`config.mk`:
```
export PLATFORM = sky130hd
export DESIGN_NAME = reaction_game_ctrl
export DESIGN_NICKNAME = d
export VERILOG_FILES = /design/src/rtl/reaction_game_ctrl.sv
export SDC_FILE = /design/constraint.sdc
export NUM_CORES = 1
export LEC_CHECK = 0
export CAP_MARGIN = 10
export CORE_MARGIN = 2
export CORE_UTILIZATION = 57
export CTS_CLUSTER_DIAMETER = 80
export DETAILED_ROUTE_END_ITERATION = 6
export GPL_ROUTABILITY_DRIVEN = 1
export GPL_TIMING_DRIVEN = 0
export PLACE_DENSITY = 0.89
export SLEW_MARGIN = 20
export SYNTH_ARGS = -nofsm -noshare
export SYNTH_HDL_FRONTEND = slang
export SYNTH_SLANG_ARGS = --single-unit
```
`constraint.sdc`:
```
create_clock -name Clock -period 4.1 [get_ports Clock]
set_input_delay 1.025 -clock Clock [delete_from_list [all_inputs] [get_ports Clock]]
set_output_delay 1.025 -clock Clock [all_outputs]
set_load 0.005 [all_outputs]
```
`src/rtl/reaction_game_ctrl.sv`:
```
// Reaction-time game sequencer: a randomised red phase, a timed green phase and a score store per trial.
// Optional macro FALSE_START_PENALTY_EN: a hit during the red phase records a saturated penalty score.
module reaction_game_ctrl #(
  parameter int SCORE_W   = 13,
  parameter int TRIALS    = 3,
  parameter int ADDR_W    = 3,
  parameter int DELAY_W   = 16,
  parameter int DELAY_MIN = 1000
) (
  input  logic               Clock,
  input  logic               buttonReset,
  input  logic               buttonStart,
  input  logic               buttonHit,
  output logic               ledRed,
  output logic               ledGreen,
  output logic               writeEnable,
  output logic [ADDR_W-1:0]  writeAddress,
  output logic [SCORE_W-1:0] writeData,
  output logic [SCORE_W-1:0] bestScore,
  output logic [ADDR_W:0]    trialCount,
  output logic               done,
  output logic [2:0]         State
);

  typedef enum logic [2:0] {
    IDLE  = 3'd0,
    DELAY = 3'd1,
    GO    = 3'd2,
    STORE = 3'd3,
    NEXT  = 3'd4,
    DONE  = 3'd5
  } state_t;

  localparam logic [SCORE_W-1:0] SCORE_MAX  = {SCORE_W{1'b1}};
  localparam logic [SCORE_W-1:0] SCORE_ONE  = {{(SCORE_W-1){1'b0}}, 1'b1};
  localparam logic [DELAY_W-1:0] DELAY_BASE = DELAY_W'(DELAY_MIN);
  localparam logic [DELAY_W-1:0] DELAY_ONE  = {{(DELAY_W-1){1'b0}}, 1'b1};
  localparam logic [ADDR_W:0]    TRIAL_ONE  = {{ADDR_W{1'b0}}, 1'b1};
  localparam logic [ADDR_W:0]    TRIALS_C   = (ADDR_W+1)'(TRIALS);
  localparam logic [15:0]        LFSR_SEED  = 16'hACE1;

  state_t             state_q, state_d;
  logic [15:0]        lfsr_q, lfsr_d;
  logic [DELAY_W-1:0] delay_q, delay_d, delay_load;
  logic [SCORE_W-1:0] score_q, score_d, best_q, best_d, wdata_q, wdata_d;
  logic [ADDR_W:0]    trial_q, trial_d, trial_inc;
  logic [ADDR_W-1:0]  waddr_q, waddr_d;
  logic               red_q, red_d, green_q, green_d, we_q, we_d, done_q, done_d;

  // Next-state, datapath and registered-output decode
  always_comb begin
    lfsr_d     = {lfsr_q[14:0], lfsr_q[15] ^ lfsr_q[13] ^ lfsr_q[12] ^ lfsr_q[10]};
    delay_load = DELAY_BASE + {1'b0, lfsr_q[DELAY_W-2:0]};
    trial_inc  = trial_q + TRIAL_ONE;
    state_d    = state_q;
    delay_d    = delay_q;
    score_d    = score_q;
    best_d     = best_q;
    trial_d    = trial_q;
    waddr_d    = waddr_q;
    wdata_d    = wdata_q;

    case (state_q)
      IDLE: begin
        if (buttonStart) begin
          state_d = DELAY;
          delay_d = delay_load;
          trial_d = {(ADDR_W+1){1'b0}};
          best_d  = SCORE_MAX;
        end else begin
          state_d = IDLE;
        end
      end
      DELAY: begin
`ifdef FALSE_START_PENALTY_EN
        if (buttonHit) begin
          state_d = STORE;
          score_d = SCORE_MAX;
        end else if (delay_q == {DELAY_W{1'b0}}) begin
          state_d = GO;
          score_d = {SCORE_W{1'b0}};
        end else begin
          delay_d = delay_q - DELAY_ONE;
        end
`else
        if (delay_q == {DELAY_W{1'b0}}) begin
          state_d = GO;
          score_d = {SCORE_W{1'b0}};
        end else begin
          delay_d = delay_q - DELAY_ONE;
        end
`endif
      end
      GO: begin
        if (buttonHit) begin
          state_d = STORE;
        end else if (score_q != SCORE_MAX) begin
          score_d = score_q + SCORE_ONE;
        end else begin
          score_d = SCORE_MAX;
        end
      end
      STORE: begin
        state_d = NEXT;
        if (score_q < best_q) begin
          best_d = score_q;
        end else begin
          best_d = best_q;
        end
      end
      NEXT: begin
        trial_d = trial_inc;
        if (trial_inc == TRIALS_C) begin
          state_d = DONE;
        end else begin
          state_d = DELAY;
          delay_d = delay_load;
        end
      end
      DONE: begin
        if (buttonStart) begin
          state_d = IDLE;
        end else begin
          state_d = DONE;
        end
      end
      default: state_d = IDLE;
    endcase

    // Outputs follow the state being entered so they line up with State
    red_d   = (state_d == DELAY);
    green_d = (state_d == GO);
    we_d    = (state_d == STORE);
    done_d  = (state_d == DONE);
    if (state_d == STORE) begin
      waddr_d = trial_q[ADDR_W-1:0];
      wdata_d = score_d;
    end else begin
      waddr_d = waddr_q;
      wdata_d = wdata_q;
    end
  end

  // State, LFSR and output registers with asynchronous reset
  always_ff @(posedge Clock or posedge buttonReset) begin
    if (buttonReset) begin
      state_q <= IDLE;
      lfsr_q  <= LFSR_SEED;
      delay_q <= {DELAY_W{1'b0}};
      score_q <= {SCORE_W{1'b0}};
      best_q  <= SCORE_MAX;
      trial_q <= {(ADDR_W+1){1'b0}};
      waddr_q <= {ADDR_W{1'b0}};
      wdata_q <= {SCORE_W{1'b0}};
      red_q   <= 1'b0;
      green_q <= 1'b0;
      we_q    <= 1'b0;
      done_q  <= 1'b0;
    end else begin
      state_q <= state_d;
      lfsr_q  <= lfsr_d;
      delay_q <= delay_d;
      score_q <= score_d;
      best_q  <= best_d;
      trial_q <= trial_d;
      waddr_q <= waddr_d;
      wdata_q <= wdata_d;
      red_q   <= red_d;
      green_q <= green_d;
      we_q    <= we_d;
      done_q  <= done_d;
    end
  end

  assign ledRed       = red_q;
  assign ledGreen     = green_q;
  assign writeEnable  = we_q;
  assign writeAddress = waddr_q;
  assign writeData    = wdata_q;
  assign bestScore    = best_q;
  assign trialCount   = trial_q;
  assign done         = done_q;
  assign State        = state_q;

endmodule

```
# After elaboration in Yosys (flattened, before gate mapping)
# Cells that the tools add are included.
dict set report totals {
  register_bits 85
  latchBits 0
  ram_bits 0
  mem_bits_ro 0
  input_bits 4
  output_inout_bits 40
  elab_cells 62
  n_memories 0
}
dict set report classes {
  n_addsub 4
  n_mul 0
  div_mod_pow 0
  order_cmp 1
  eq_ne 15
  shifts 0
  n_mux 19
  bitwise 3
  reduce_logical 8
}
# operator count
set op_table {}
lappend op_table {{two-way mux 13 bit} 5}
lappend op_table {{one-hot mux 13 bit (2 select lines)} 2}
lappend op_table {{two-way mux 16 bit} 3}
lappend op_table {{one-hot mux 16 bit (3 select lines)} 1}
lappend op_table {{one-hot mux 3 bit (6 select lines)} 1}
lappend op_table {{adder 10 x 15 -> 16 bit, first input constant} 1}
lappend op_table {{logical NOT 16 bit} 1}
lappend op_table {{subtractor 16 x 1 -> 16 bit, second input constant} 1}
lappend op_table {{adder 13 x 1 -> 13 bit, second input constant} 1}
lappend op_table {{less-than comparator 13 bit} 1}
lappend op_table {{inequality test 13 bit, second input constant} 1}
lappend op_table {{equality test 3 x 2 -> 1 bit, second input constant} 4}
lappend op_table {{two-way mux 3 bit} 4}
lappend op_table {{equality test 3 bit, second input constant} 3}
lappend op_table {{inequality test 2 bit, second input constant} 4}
lappend op_table {{one-hot mux 4 bit (2 select lines)} 1}
lappend op_table {{equality test 3 x 1 -> 1 bit, second input constant} 2}
lappend op_table {{adder 4 x 1 -> 4 bit, second input constant} 1}
lappend op_table {{equality test 4 x 2 -> 1 bit, second input constant} 1}
lappend op_table {{two-way mux 4 bit} 1}
lappend op_table {{AND reduction 4 bit} 1}
lappend op_table {{nonzero test 2 bit} 2}
lappend op_table {{logical NOT 3 bit} 1}
lappend op_table {{AND reduction 3 bit} 1}
lappend op_table {{other kinds (4)} 6}

# Logic depth before layout (Yosys ltp)
# Gate-level depths: netlist (run 1).
dict set report logic_depth {
  depth_word 5
  ltp_mapped 9
  ltp_nobuf 8
}

# Worst setup path after synthesis (run 1)
# Ideal clock, no wire load.
dict set report synth_path {
  path_type {input-to-reg}
  startpoint {input port buttonHit}
  endpoint {register wdata_q[6], in the netlist writeData[6]}
  setup_ps 125
  arrival_ps 2012
  path_slack_ps 1963
  cell_stages 6
  path_buffers 0
  path_cell_list {nand2b_1 -> nor2_1 -> nand3_1 -> o21ai_0 -> o2bb2ai_1 -> mux2_2}
}
# element line
set synth_rtl {}
lappend synth_rtl {{from (decl)} 13} ;# input logic buttonHit,
lappend synth_rtl {{two-way mux 13 bit} 95} ;# if (buttonHit) begin
lappend synth_rtl {{one-hot mux 13 bit (2 select lines)} 63} ;# case (state_q)
lappend synth_rtl {{named net score_d[6]} 45} ;# logic [SCORE_W-1:0] score_q, score_d, best_q, best_d, wdata_q, wdata_d;
lappend synth_rtl {{to (signal assigned)} 154} ;# wdata_q <= {SCORE_W{1'b0}};
lappend synth_rtl {{to (signal assigned)} 167} ;# wdata_q <= wdata_d;
lappend synth_rtl {{to (decl)} 45}
# The timed path passes the listed nets, and every way through them passes these cells.
# A chain may end at the register's enable or synchronous reset.

# Worst setup path after layout (run 1)
dict set report layout_path {
  startpoint {input port buttonHit}
  endpoint {register score_q[7]}
}
dict set report layout_via {
  elab_chain_cells 2
}
# element line
set layout_lines {}
lappend layout_lines {{two-way mux 13 bit} 95}
lappend layout_lines {{one-hot mux 13 bit (2 select lines)} 63}
lappend layout_lines {{named net score_d[7]} 45}
lappend layout_lines {{to (signal assigned)} 150} ;# score_q <= {SCORE_W{1'b0}};
lappend layout_lines {{to (signal assigned)} 163} ;# score_q <= score_d;
lappend layout_lines {{to (decl)} 45}
# The timed path passes the listed nets, and every way through them passes these cells.

==> PnR_summary.wiki, run 1 <==
{| class="wikitable"
! Metric !! Value
|-
| Count of flip-flops with a built-in enable after synthesis || 0
|-
| Max capacitance violation total || 0
|-
| Critical path's slowest cell || clkdlybuf4s50_1
|-
| Floorplan core area || 7292 µm²
|-
| Placed Cells || 596
|-
| Remaining global-route overflow || 0
|-
| Vertical die dimension || 91.13 µm
|-
| Multiplexer area fraction after synthesis || 0.9832%
|-
| Cell Chain, Critical Path || clkdlybuf4s50_1 -> nand2b_1 -> nor2_1 -> nand3_1 -> a21oi_1 -> nor2_1 -> a311oi_1
|-
| Delay-heaviest family, CP || simple AND/OR/NAND/NOR gates
|-
| Share of synthesized area occupied by flip-flops and latches || 49.77%
|-
| Post-Syn Nets || 474
|-
| Clock skew || 0.01497 ns
|-
| Fraction of power consumed by combinational cells || 1.7%
|-
| Hold endpoint || lfsr_q[2]
|-
| Number of clock sinks || 85
|-
| Worst-Margin Slew || 0.5929 ns
|-
| Maximum VDD drop || 0.1917 mV
|-
| Residual DRC || 0
|-
| Overall power || 1392 µW
|-
| Relative slew slack || 60.33%
|-
| Hold Slack || 0.3867 ns
|-
| Worst min-delay path category || flop to flop
|-
| Depth of the worst register-to-register path || 5
|-
| Outcome || completed
|-
| Internal power summed over all cells || 1066 µW
|-
| Wire length of the first global-routing pass || 17.82 mm
|-
| Share of final-layout standard cells stronger than drive strength 1 || 11.70%
|-
| Half-perimeter wire length after placement || 7.591 mm
|-
| Most instantiated flip-flop cell in the synthesis netlist || dfrtp_1
|-
| Synth Area in XOR/XNOR || 3.036%
|-
| Number of buffers inserted by post-CTS setup repair || 0
|-
| Maximum fanout count along the critical path || 9
|-
| Setup repair after global routing missed its margin || no
|-
| GP Congestion || 0.9300
|-
| Dominant combinational cell family by area after synthesis || compound AO/OA/AOI/OAI gates
|-
| Worst setup path class || input port to flop
|-
| Clock transition at the registers of the reported paths || 0.09 ns
|-
| Biggest cell delay along the critical path || 0.53 ns
|-
| Number of hold-repair buffers added at the cts stage || 0
|-
| Hold Fails Final Rpt || 0
|-
| Initial antenna violation count || 0
|-
| Worst setup slack for register-to-register paths || 1.71 ns
|-
| Post-cts resize count || 0
|-
| Req. time, crit path || 4.34 ns
|-
| Post-Synthesis Cells || 453
|-
| I/O pin total || 44
|-
| Number of non-filler instances in the completed layout || 612
|-
| Power density cells || 274.1 nW/µm²
|-
| Violation count after the first detailed-route iteration || 430
|-
| Number of iterations in the first detailed-routing pass || 7
|-
| RR Endpoint || writeData[6]
|-
| Post-synthesis to final-layout area growth || 17.38%
|-
| Clock latency of the later-clocked register in the worst-skew pair || 0.36 ns
|-
| Most numerous cell on the critical path || nor2_1
|-
| Buffers & Inverters on Critical Path || 1
|-
| Per-cell via count in the routed design || 6.291
|-
| Total number of vias || 3850
|-
| Portion of total power attributed to sequential cells || 60.3%
|-
| Clock tree from TritonCTS || built
|-
| Drt wl/cell || 17.56 µm
|-
| Initial core utilization || 59.33%
|-
| Via count of the first global-routing pass || 3716
|-
| Critical Path Start Type || input port
|-
| Global routing usage summed across all routing layers || 26.62%
|-
| Std cell rows || 31
|-
| Final setup vio count || 0
|-
| Power spent charging and discharging nets || 325.5 µW
|-
| Htree depth || 3
|-
| Basic-gate share of the synthesized area counting and, or, nand and nor cells || 17.29%
|-
| Register bit total from synthesis || 85
|-
| Pin count of the biggest net entering global routing || 56
|-
| Area share of fa/ha/maj cells after synthesis || 4.916%
|-
| Critical path arrival || 3.06 ns
|-
| Switching Fraction || 23.38%
|-
| Final critical-path share of the clock period || 68.78%
|-
| Antenna Nets Post-Route || 0
|-
| Max-slew violation total from the final report || 0
|-
| Min cycle time layout || 2.820 ns
|-
| Clock power frac || 38.0%
|-
| YS warnings || 0
|-
| Avg Cell Area, Syn || 9.551 µm²
|-
| Synthesized cell area || 4327 µm²
|-
| Compound-cell area share of the yosys netlist || 19.90%
|-
| FFs w/ async S/R, synth || 100.0%
|-
| Peak Freq || 0.3546 GHz
|-
| Startpoint of the worst-slack reg-to-reg timing path || State[2]
|-
| Setup crit start || buttonHit
|-
| Total length of routed wires || 10.74 mm
|-
| Worst hold path startpoint || lfsr_q[1]
|-
| Root cell of the clock tree || clkbuf_8
|-
| Total number of nets in the final design || 529
|-
| Port buffer count || 43
|-
| Number of buffers created by CTS || 9
|-
| Distinct cells, synth || 57
|-
| Static Leakage || 0.002183 µW
|-
| Critical path capture point type || flop
|-
| Worst hold path depth || 0
|-
| Die Footprint || 8304 µm²
|-
| Antenna Cells || 0
|-
| Worst-case clock buffer depth || 2
|-
| Floorplan die width || 91.13 µm
|}
placed cells by master (no fill, tap or decap), types with 6 or more instances in the layout:
| cell type | count |
|---|---|
| a31oi_1 | 12 |
| inv_1 | 23 |
| dfstp_2 | 21 |
| xnor2_1 | 7 |
| ha_1 | 17 |
| clkbuf_1 | 9 |
| buf_2 | 6 |
| xor2_1 | 8 |
| dfrtp_1 | 64 |
| nand2_1 | 63 |
| nor2_1 | 30 |
| o31ai_1 | 6 |
| nor3_1 | 11 |
| a21oi_1 | 21 |
| clkdlybuf4s50_1 | 43 |
| o22a_1 | 13 |
| o21ai_0 | 48 |
| and3_1 | 8 |
| clkbuf_8 | 9 |
| nand3_1 | 19 |
cells by family (layout without fill, tap and decap cells):
logic type / count (synthesis) / in the layout
AND/OR/NAND/NOR: 156 / 156
buffers and inverters: 42 / 102
flip-flops: 85 / 85
multiplexers: 4 / 4
adder cells (fa/ha/maj): 17 / 17
XOR/XNOR: 15 / 15
AO/OA/AOI/OAI: 134 / 134
worst max path at each step:
stage	end	slack, ns	cells past startpoint
2_1_floorplan	State[0]	0.92	1
3_3_place_gp	trialCount[2]	-0.30	2
3_5_place_dp	score_q[7]	1.03	7
4_1_cts	score_q[7]	1.38	7
5_1_grt	score_q[7]	1.21	7
6_report	score_q[7]	1.28	7
layout make-up:
| cell class | count | area, µm² |
|---|---|---|
| multi-input combinational | 326 | 1996 |
| buffer | 16 | 80.08 |
| sequential | 85 | 2153 |
| fill | 557 | 2213 |
| tap | 99 | 123.9 |
| timing repair buffer | 44 | 457.9 |
| inverter | 26 | 100.1 |
| clock inverter | 5 | 36.28 |
| clock buffer | 11 | 131.4 |
routing by layer:
layer	track usage, %	wire length, µm	vias up
met4	11.36	282	0
met2	41.98	5054	181
met3	4.481	805	34
met5	0	0	-
met1	36.57	4601	1895
li1	-	-	1740
flip-flops by register name, indices dropped and copies added, names as in the netlist:
register	count
bestScore	13
State	3
writeEnable	1
trialCount	4
ledGreen	1
score_q	13
writeAddress	3
done	1
lfsr_q	16
writeData	13
ledRed	1
delay_q	16
worst register-to-register path: stages, from the launching register on:
cell	delay (ns)
dfrtp_1	0.50
nor3b_2	0.51
nand3_2	0.28
nor2_1	0.55
o2bb2ai_1	0.16
mux2_2	0.29
through the flow:
stage / cell area (µm²) / TNS [ns] / utilization, % / setup WS [ns]
2_1_floorplan: 4327 / 0 / - / 0.9163
3_3_place_gp: 4881 / -18.90 / 66.94 / -0.2986
3_5_place_dp: 4911 / 0 / 67.35 / 1.025
4_1_cts: 5079 / 0 / 69.65 / 1.378
5_1_grt: 5079 / 0 / 69.65 / 1.212
6_report: 5079 / 0 / 69.65 / 1.280
cell usage after synthesis, types with 2 or more instances:
master / n / area, µm²
inv_1: 24 / 90.09
dfrtp_1: 64 / 1602
nor2b_1: 2 / 12.51
nand2b_1: 2 / 12.51
dfstp_2: 21 / 551.8
nand2_2: 2 / 12.51
o22a_1: 13 / 113.9
a22oi_1: 3 / 22.52
inv_2: 2 / 7.510
mux2_2: 2 / 22.52
o2bb2ai_1: 2 / 17.52
xnor2_1: 7 / 61.31
o22ai_1: 3 / 18.77
or3_1: 2 / 12.51
and3_1: 8 / 50.05
buf_2: 6 / 30.03
a22o_1: 4 / 35.03
nor4_1: 3 / 18.77
o21ai_1: 2 / 10.01
a21oi_1: 21 / 105.1
a31oi_1: 12 / 75.07
ha_1: 17 / 212.7
nand4_1: 4 / 25.02
o21ai_0: 48 / 240.2
clkbuf_1: 7 / 26.28
nor2_1: 30 / 112.6
o31ai_1: 6 / 45.04
nor3b_2: 2 / 25.02
nand3_1: 19 / 95.09
mux2i_1: 2 / 20.02
nor3_1: 11 / 55.05
nand2_1: 63 / 236.5
a211oi_1: 3 / 22.52
a311oi_1: 4 / 35.03
xor2_1: 8 / 70.07
o211ai_1: 3 / 22.52
power by group through the flow:
stage                     logic [µW]  clock network [µW]  registers [µW]
after detailed placement        25.3                   0             854
after CTS                       25.2                 535             839
final                           23.9                 529             839
after floorplan                 12.5                   0             854
after global routing            28.1                 573             839
after global placement          20.9                   0             854
Note: power is estimated with default switching activity, not from simulation.
==> run 2, diff against run 1 <==
==> constraint.sdc (replaced) <==
create_clock -name Clock -period 2.6 [get_ports Clock]
set_input_delay 0.65 -clock Clock [delete_from_list [all_inputs] [get_ports Clock]]
set_output_delay 0.65 -clock Clock [all_outputs]
set_load 0.005 [all_outputs]
==> run 2 against run 1 <==
  * Largest cell class unchanged
  * Critical path type is now flop to flop
  * Cell area up 0.44%
  * Largest power group unchanged
  * Core utilization up 0.31 points
  * The flow now finishes with violations (design-rule violations)
  * Power up 59%
  * Hold slack worse by 0.0092 ns
  * Critical path depth up 2
  * Setup slack worse by 1.1 ns
  * Sequential power up 57%
  * Clock power up 60%
  * Global-route usage down 0.15 points
==> PnR_summary.wiki, run 2 (synthesis gave the netlist of run 1 again) <==
{| class="wikitable"
! Metric !! Value
|-
| Outcome || finished with violations
|-
| Violations in the final reports || design-rule violations
|-
| I/O pin total || 44
|-
| Post-cts resize count || 0
|-
| Max capacitance violation total || 0
|-
| Number of clock sinks || 85
|-
| Static Leakage || 0.002199 µW
|-
| Worst setup path class || flop to flop
|-
| GP Congestion || 0.9285
|-
| Hold endpoint || lfsr_q[3]
|-
| Depth of the worst register-to-register path || 9
|-
| Critical Path Start Type || flop
|-
| Initial core utilization || 59.33%
|-
| Antenna Cells || 0
|-
| Worst-Margin Slew || 0.6529 ns
|-
| Floorplan core area || 7292 µm²
|-
| Global routing usage summed across all routing layers || 26.46%
|-
| Power density cells || 432.8 nW/µm²
|-
| Min cycle time layout || 2.426 ns
|-
| Final critical-path share of the clock period || 93.31%
|-
| Wire length of the first global-routing pass || 17.45 mm
|-
| Pin count of the biggest net entering global routing || 32
|-
| Vertical die dimension || 91.13 µm
|-
| Req. time, crit path || 2.89 ns
|-
| Number of buffers created by CTS || 9
|-
| Residual DRC || 1
|-
| Peak Freq || 0.4122 GHz
|-
| RR Endpoint || bestScore[4]
|-
| Clock skew || 0.01019 ns
|-
| Worst-case clock buffer depth || 2
|-
| Total length of routed wires || 10.37 mm
|-
| Root cell of the clock tree || clkbuf_8
|-
| Maximum fanout count along the critical path || 10
|-
| Antenna Nets Post-Route || 0
|-
| Relative slew slack || 56.38%
|-
| Total number of vias || 3779
|-
| Clock tree from TritonCTS || built
|-
| Port buffer count || 43
|-
| Max-slew violation total from the final report || 0
|-
| Clock latency of the later-clocked register in the worst-skew pair || 0.36 ns
|-
| Floorplan die width || 91.13 µm
|-
| Remaining global-route overflow || 0
|-
| Hold Slack || 0.3775 ns
|-
| Startpoint of the worst-slack reg-to-reg timing path || bestScore[10]
|-
| Worst min-delay path category || flop to flop
|-
| Top library cells by usage in the layout, fill and taps aside || 64 x dfrtp_1, 63 x nand2_1, 48 x o21ai_0
|-
| Share of final-layout standard cells stronger than drive strength 1 || 12.06%
|-
| Worst hold path startpoint || lfsr_q[2]
|-
| Most common cell after layout, fill and taps aside || dfrtp_1
|-
| Drt wl/cell || 16.91 µm
|-
| Via count of the first global-routing pass || 3636
|-
| Violation count after the first detailed-route iteration || 362
|-
| Hold Fails Final Rpt || 0
|-
| Number of hold-repair buffers added at the cts stage || 0
|-
| Maximum VDD drop || 0.3746 mV
|-
| Die Footprint || 8304 µm²
|-
| Total number of nets in the final design || 530
|-
| Number of buffers inserted by post-CTS setup repair || 0
|-
| Post-synthesis to final-layout area growth || 17.90%
|-
| Final setup vio count || 0
|-
| Per-cell via count in the routed design || 6.165
|-
| Share of the core filled with cells || 69.96%
|-
| Htree depth || 3
|-
| Worst setup slack for register-to-register paths || 0.17 ns
|-
| Std cell rows || 31
|-
| Initial antenna violation count || 0
|-
| Biggest regs || delay_q x16, lfsr_q x16
|-
| Critical path capture point type || flop
|-
| Number of iterations in the first detailed-routing pass || 7
|-
| Half-perimeter wire length after placement || 7.428 mm
|-
| Critical path arrival || 2.72 ns
|-
| Setup TNS || 0 ns
|-
| Setup repair after global routing missed its margin || no
|-
| Worst hold path depth || 0
|-
| Clock transition at the registers of the reported paths || 0.08 ns
|}
-- run 2: cell types whose count changed in the layout (fill, tap and decap cells not counted), sizes merged --
cell / before / now
clkinv: 1 / 3
buf: 9 / 10
clkinvlp: 3 / 2
inv: 27 / 26
-- run 2: area by class of cell --
class                      count  area (µm²)
fill                         557        2191
sequential                    85        2153
multi-input combinational    326        1996
timing repair buffer          45       470.5
clock buffer                  11       141.4
tap                           99       123.9
inverter                      26       101.3
buffer                        16       80.08
clock inverter                 5       35.03
-- run 2: routing by layer --
layer  share of wire, %  wire length (µm)  GRT usage (%)  vias to the layer above
li1                   -                 -              -                     1749
met1                 42              4399          36.51                     1813
met2                 48              4963          41.73                      193
met3                7.4               769          4.398                       24
met4                2.3               235          11.24                        0
met5                  0                 0              0                        -
-- run 2: through the flow --
step           setup slack (ns)  area, µm²  power [µW]  instances
2_1_floorplan            0.6466       4330        1368        453
3_3_place_gp            0.03075       4885        1381        595
3_5_place_dp            0.01195       4925        1390        597
4_1_cts                  0.1861       5101        2227        613
5_1_grt                0.001516       5101        2287        613
6_report                 0.1740       5101        2208        613
-- run 2: worst max path at each step --
stage / startpoint / end / slack, ns / cells past startpoint
after CTS: bestScore[10] / bestScore[4] / 0.19 / 9
after global routing: bestScore[10] / bestScore[4] / 0.002 / 9
final: bestScore[10] / bestScore[4] / 0.17 / 9
after detailed placement: buttonHit / writeData[3] / 0.01 / 6
after floorplan: bestScore[10] / bestScore[5] / 0.65 / 8
after global placement: buttonHit / writeData[3] / 0.03 / 6
-- run 2: critical path: stages, from the launching register on --
cell	delay, ns
dfstp_2	0.55
inv_1	0.05
ha_1	0.32
a21oi_1	0.16
nor2_1	0.07
a2111oi_2	0.33
a31oi_1	0.13
a21oi_1	0.34
buf_4	0.25
o22a_1	0.16
-- run 2: power by group --
group / switching, µW / internal [µW] / total, µW
combinational: 29.2 / 11.1 / 40.3
sequential: 0 / 1320 / 1320
clock: 470 / 375 / 845
